<file path="src/rtl/adder_seq_chunk_pkg.sv">
// Shared types and elaboration helpers for the chunked sequential adder.
package adder_seq_chunk_pkg;

  typedef enum logic [1:0] {IDLE, RUN, DONE} state_t;

  function automatic int nchunk(input int width, input int chunk);
    return width / chunk;
  endfunction

  function automatic int cnt_w(input int n);
    return $clog2(n + 1);
  endfunction

endpackage

</file>
<file path="src/rtl/adder_seq_chunk_if.sv">
// Operation/result handshake bundle for adder_seq_chunk.
// m_ovf exists only when ADDER_SEQ_CHUNK_OVF_EN is defined.
interface adder_seq_chunk_if #(parameter int WIDTH = 64);
  logic             s_valid;
  logic             s_ready;
  logic [WIDTH-1:0] s_a;
  logic [WIDTH-1:0] s_b;
  logic             s_ci;
  logic             m_valid;
  logic             m_ready;
  logic [WIDTH:0]   m_sum;
`ifdef ADDER_SEQ_CHUNK_OVF_EN
  logic             m_ovf;
`endif

  modport master (
    output s_valid, s_a, s_b, s_ci, m_ready,
`ifdef ADDER_SEQ_CHUNK_OVF_EN
    input  m_ovf,
`endif
    input  s_ready, m_valid, m_sum
  );

  modport slave (
    input  s_valid, s_a, s_b, s_ci, m_ready,
`ifdef ADDER_SEQ_CHUNK_OVF_EN
    output m_ovf,
`endif
    output s_ready, m_valid, m_sum
  );
endinterface

</file>
<file path="src/rtl/adder_seq_chunk_bka_r2.sv">
// Combinational radix-2 Brent-Kung adder: sum/co = a + b + ci.
module adder_bka_r2 #(
  parameter int WIDTH = 16
) (
  input  logic [WIDTH-1:0] a,
  input  logic [WIDTH-1:0] b,
  input  logic             ci,
  output logic [WIDTH-1:0] sum,
  output logic             co
);
  localparam int LEV = (WIDTH > 1) ? $clog2(WIDTH) : 1;

  always_comb begin
    logic [WIDTH-1:0] gg, pp;
    logic [WIDTH:0]   cv;
    gg = a & b;
    pp = a ^ b;
    gg[0] = gg[0] | (pp[0] & ci);
    // up-sweep builds power-of-two spans, down-sweep fills the remaining prefixes
    for (int l = 0; l < LEV; l++)
      for (int i = 0; i < WIDTH; i++)
        if (((i + 1) % (2 ** (l + 1))) == 0) begin
          gg[i] = gg[i] | (pp[i] & gg[i - (2 ** l)]);
          pp[i] = pp[i] & pp[i - (2 ** l)];
        end
    for (int l = LEV - 2; l >= 0; l--)
      for (int i = 0; i < WIDTH; i++)
        if ((((i + 1) % (2 ** (l + 1))) == (2 ** l)) && (i >= (2 ** (l + 1))))
          gg[i] = gg[i] | (pp[i] & gg[i - (2 ** l)]);
    cv  = {gg, ci};
    sum = (a ^ b) ^ cv[WIDTH-1:0];
    co  = cv[WIDTH];
  end
endmodule

</file>
<file path="src/rtl/adder_seq_chunk.sv">
// Multi-cycle WIDTH-bit adder, CHUNK bits per clock, LSB chunk first.
// Optional signed-overflow output enabled by ADDER_SEQ_CHUNK_OVF_EN.
module adder_seq_chunk
  import adder_seq_chunk_pkg::*;
#(
  parameter int WIDTH = 64,
  parameter int CHUNK = 16
) (
  input logic           clk,
  input logic           rst,
  adder_seq_chunk_if.slave bus
);
  localparam int NCHUNK = nchunk(WIDTH, CHUNK);
  localparam int CW     = cnt_w(NCHUNK);

  if (WIDTH % CHUNK != 0) begin : g_bad_chunk
    $error("adder_seq_chunk: WIDTH must be a multiple of CHUNK");
  end

  state_t           state;
  logic [CW-1:0]    cnt;
  logic [WIDTH-1:0] a_r, b_r, res;
  logic             carry;
  logic [CHUNK-1:0] csum;
  logic             cco;

  adder_bka_r2 #(.WIDTH(CHUNK)) u_add (
    .a   (a_r[CHUNK-1:0]),
    .b   (b_r[CHUNK-1:0]),
    .ci  (carry),
    .sum (csum),
    .co  (cco)
  );

`ifdef ADDER_SEQ_CHUNK_OVF_EN
  logic ovf;
  assign bus.m_ovf = ovf;
`endif

  always_ff @(posedge clk or posedge rst) begin
    if (rst) begin
      state <= IDLE;
      cnt   <= '0;
      a_r   <= '0;
      b_r   <= '0;
      res   <= '0;
      carry <= 1'b0;
`ifdef ADDER_SEQ_CHUNK_OVF_EN
      ovf   <= 1'b0;
`endif
    end else begin
      case (state)
        IDLE: if (bus.s_valid) begin
          a_r   <= bus.s_a;
          b_r   <= bus.s_b;
          carry <= bus.s_ci;
          cnt   <= '0;
          state <= RUN;
        end
        RUN: begin
          // sum chunks enter at the top so the result is aligned after NCHUNK shifts
          res   <= (res >> CHUNK) | (WIDTH'(csum) << (WIDTH - CHUNK));
          carry <= cco;
          a_r   <= a_r >> CHUNK;
          b_r   <= b_r >> CHUNK;
          cnt   <= cnt + CW'(1);
          if (cnt == CW'(NCHUNK - 1)) begin
            state <= DONE;
`ifdef ADDER_SEQ_CHUNK_OVF_EN
            ovf   <= (a_r[CHUNK-1] ^ b_r[CHUNK-1] ^ csum[CHUNK-1]) ^ cco;
`endif
          end
        end
        DONE: if (bus.m_ready) state <= IDLE;
        default: state <= IDLE;
      endcase
    end
  end

  assign bus.s_ready = (state == IDLE);
  assign bus.m_valid = (state == DONE);
  assign bus.m_sum   = {carry, res};
endmodule

</file>
<file path="src/flat_wrapper.sv">
// flat-port wrapper written by rule: the top's interface ports become plain ports
module adder_seq_chunk_flat import adder_seq_chunk_pkg::*;
#(
  parameter int WIDTH = 64,
  parameter int CHUNK = 16
)
  (clk, rst, bus_s_valid, bus_s_a, bus_s_b, bus_s_ci, bus_m_ready, bus_s_ready, bus_m_valid, bus_m_sum);
  adder_seq_chunk_if #(.WIDTH(WIDTH)) bus_i ();
  input logic clk;
  input logic rst;
  input wire logic [$bits(bus_i.s_valid)-1:0] bus_s_valid;
  input wire logic [$bits(bus_i.s_a)-1:0] bus_s_a;
  input wire logic [$bits(bus_i.s_b)-1:0] bus_s_b;
  input wire logic [$bits(bus_i.s_ci)-1:0] bus_s_ci;
  input wire logic [$bits(bus_i.m_ready)-1:0] bus_m_ready;
  output wire logic [$bits(bus_i.s_ready)-1:0] bus_s_ready;
  output wire logic [$bits(bus_i.m_valid)-1:0] bus_m_valid;
  output wire logic [$bits(bus_i.m_sum)-1:0] bus_m_sum;
  assign bus_i.s_valid = bus_s_valid;
  assign bus_i.s_a = bus_s_a;
  assign bus_i.s_b = bus_s_b;
  assign bus_i.s_ci = bus_s_ci;
  assign bus_i.m_ready = bus_m_ready;
  assign bus_s_ready = bus_i.s_ready;
  assign bus_m_valid = bus_i.m_valid;
  assign bus_m_sum = bus_i.m_sum;
  adder_seq_chunk #(.WIDTH(WIDTH), .CHUNK(CHUNK)) u_core (.clk(clk), .rst(rst), .bus(bus_i));
endmodule
</file>
<file path="config.mk">
export PLATFORM = sky130hd
export DESIGN_NAME = adder_seq_chunk_flat
export DESIGN_NICKNAME = d
export VERILOG_FILES = /design/src/rtl/adder_seq_chunk_pkg.sv /design/src/rtl/adder_seq_chunk_if.sv /design/src/rtl/adder_seq_chunk_bka_r2.sv /design/src/rtl/adder_seq_chunk.sv /design/src/flat_wrapper.sv
export SDC_FILE = /design/constraint.sdc
export NUM_CORES = 1
export LEC_CHECK = 0
export CORE_UTILIZATION = 51
export CTS_CLUSTER_DIAMETER = 30
export DETAILED_ROUTE_END_ITERATION = 10
export PLACE_DENSITY_LB_ADDON = 0.12
export SLEW_MARGIN = 40
export SYNTH_ARGS = -nofsm -noshare
export SYNTH_HDL_FRONTEND = slang
export SYNTH_SLANG_ARGS = --single-unit
export TNS_END_PERCENT = 5
</file>
<file path="constraint.sdc">
create_clock -name clk -period 8.2 [get_ports clk]
set_input_delay 1.23 -clock clk [delete_from_list [all_inputs] [get_ports clk]]
set_output_delay 1.23 -clock clk [all_outputs]
set_load 0.01 [all_outputs]
</file>
==> flow_summary.toml <==
[synthesis]
ys.flop_type = "dfrtp_1"
synth_area_leaders = "dfrtp_1, nand2_1, mux2i_1"
synth_warnings = 0
synth_edf_count = 0
seq_area_frac_synth = 0.564
synth_area_per_cell_um2 = 10.3
ys_seq_elements = 198
yosysUniqueCellTypes = 29
synth_top_area_cell = "dfrtp_1"
async_reset_ff_frac = 1.00
synth_top_area_share = 0.564
synth_fp_nets = 1008
synth_cells = 850
synthesis.area_um2 = 8790

[sta]
timing.fmax_mhz = 322
period_share = 0.378
setup_slack_ns = 5.10
setup_viol = 0
fin_crit_ns = 3.10
slew_viol_final = 0
holdWs_ns = 0.472
setup_tns_ns = 0
fin_worst_skew_ns = 0.00814
final_hold_viol_count = 0
slew_headroom = 0.466
tightest_slew_ns = 0.801
rsz0062_at_grt = "false"

[run_status]
outcome = "finished, final reports clean"

[clocking]
cts_buffers = 17
clkTransAtPathRegs_ns = 0.07
cts_buffer_depth = 2
ctsHoldBuffers = 0
cts_sinks = 198
cts_resized = 0
post_cts.repair.setup_buffers = 0
clk_latency_ns = 0.43
cts_root_buffer = "clkbuf_16"
cts_tree = "yes"
htreeDepth = 4

[grt]
gr-total-overflow = 0
grt_pass1_wl_um = 30500
grt_util_all_layers = 0.218
grt_pass1_vias = 6169
antenna_found_initial = 0
grt_max_degree = 136

[worst_setup_path]
cpMaxStageDelayCell = "clkbuf_8"
worstPathCellList = "clkdlybuf4s50_1, o21ai_4, buf_6, clkbuf_8, o21ai_0"
critical_path_arrival_ns = 3.38
cp.required_ns = 8.48
crit_fanout = 135
path_class = "input pin to register"
cp-end-kind = "register"
crit_path_max_incr_delay_ns = 0.71
startpoint_type = "input pin"

[power_and_ir_drop]
vdd_drop_max_mv = 0.231
total_power_uw = 4620
p_leak_uw = 0.00540
power_density_nw_per_um2 = 404

[routing]
wl_um = 18500
first_pass_iters = 5
wl_per_cell_um = 14.8
postRouteAntennaNets = 0
drt_iter0_drc = 383
via_count = 6316
drc_errors = 0
vias_per_cell = 5.04

[die]
dieArea_um2 = 17800
num_rows = 47
die_y_um = 133
die_w_um = 133
start_util = 0.526
io_pins = 200
fp.coreArea_um2 = 16700

[placement]
place_hpwl_um = 12900
port_buffers = 199
pre_cts_slack_ns = 4.49
gp_congestion = 0.835

[layout]
diodes = 0
drive_gt1_frac = 0.0387
syn_to_final_growth_pct = 30.3
nets = 1179

[flow_run]
maxCapViolCount = 0

[worst_hold_path]
hp-class = "register to register"
==> final timing paths <==
| path | startpoint | depth (start not counted) | slack (ns) | endpoint |
|---|---|---|---|---|
| worst min register to register | u_core.res[1] | 2 | 0.47 | u_core.res[1] |
| worst max-delay path | bus_s_valid | 5 | 5.10 | u_core.b_r[22] |
| min in group asynchronous | rst | 2 | 1.39 | u_core.res[38] |
| max in group asynchronous | rst | 3 | 5.78 | u_core.a_r[26] |
| worst max register to register | u_core.carry | 11 | 5.40 | u_core.res[63] |
| worst min-delay path | u_core.res[1] | 2 | 0.47 | u_core.res[1] |
==> layer usage <==
metal / GRT usage / share of wire / up-vias
met5: 0 / 0 / -
met4: 0.0644 / 0.017 / 0
met3: 0.0571 / 0.046 / 21
met2: 0.340 / 0.47 / 157
met1: 0.303 / 0.47 / 2953
li1: - / - / 3185
==> cells in the final DEF (no fill, tap or decap), types with 4 or more instances in the layout <==
cell	netlist	routed
a21oi_1	13	13
nor2_1	10	10
o21ai_0	89	89
mux2i_1	96	96
nand2_1	274	273
o21ai_1	20	19
clkbuf_16	0	17
xnor2_1	5	5
dfrtp_1	198	198
buf_4	10	4
clkdlybuf4s50_1	0	199
ha_1	16	16
a22o_1	33	33
inv_1	13	12
clkbuf_1	16	4
fa_1	9	9
==> flip-flops by register name, indices dropped and copies added, names as in the netlist <==
| name | cells |
|---|---|
| u_core.a_r | 64 |
| u_core.b_r | 64 |
| u_core.res | 64 |
| u_core.cnt | 3 |
| u_core.state | 2 |
| u_core.carry | 1 |
==> per-stage QoR <==
step | std cells | area [um2] | util
floorplan | 850 | 8790 | -
global placement | 1222 | 10800 | 0.649
detailed placement | 1222 | 10900 | 0.650
CTS | 1253 | 11400 | 0.685
global route | 1253 | 11400 | 0.685
finish | 1253 | 11400 | 0.685
==> cells in the mapped netlist (13+ instances only) <==
master and instances:
o21ai_1 20, nand2_1 274, ha_1 16, buf_2 26, a22o_1 33, dfrtp_1 198
a21oi_1 13, mux2i_1 96, inv_1 13, o21ai_0 89, clkbuf_1 16
==> power by group <==
part / switching (uW) / internal (uW)
Combinational: 1110 / 958
Sequential: 302 / 1420
Clock: 343 / 485
==> cell type report <==
type,instances,area [um2]
fill,1372,5250
sequential,198,4950
clock buffer,22,454
multi-input combinational,583,3500
inverter,14,65.1
tap,220,275
clock inverter,9,128
timing repair buffer,207,2070
==> critical path, delay by kind of cell <==
kind | cells | cell delay [ns]
compound gates | 2 | 0.37
buf+inv | 3 | 1.69
==> cells by family (layout without fill, tap and decap cells) <==
logic type | Yosys count | in the layout | synth area share
compound gates | 167 | 167 | 0.112
xor+xnor | 7 | 7 | 0.00698
flops | 198 | 198 | 0.564
simple gates | 288 | 288 | 0.124
fa+ha+maj | 25 | 25 | 0.0433
buf+inv | 69 | 252 | 0.0400
mux | 96 | 96 | 0.109
Note: power is estimated with default switching activity, not from simulation.
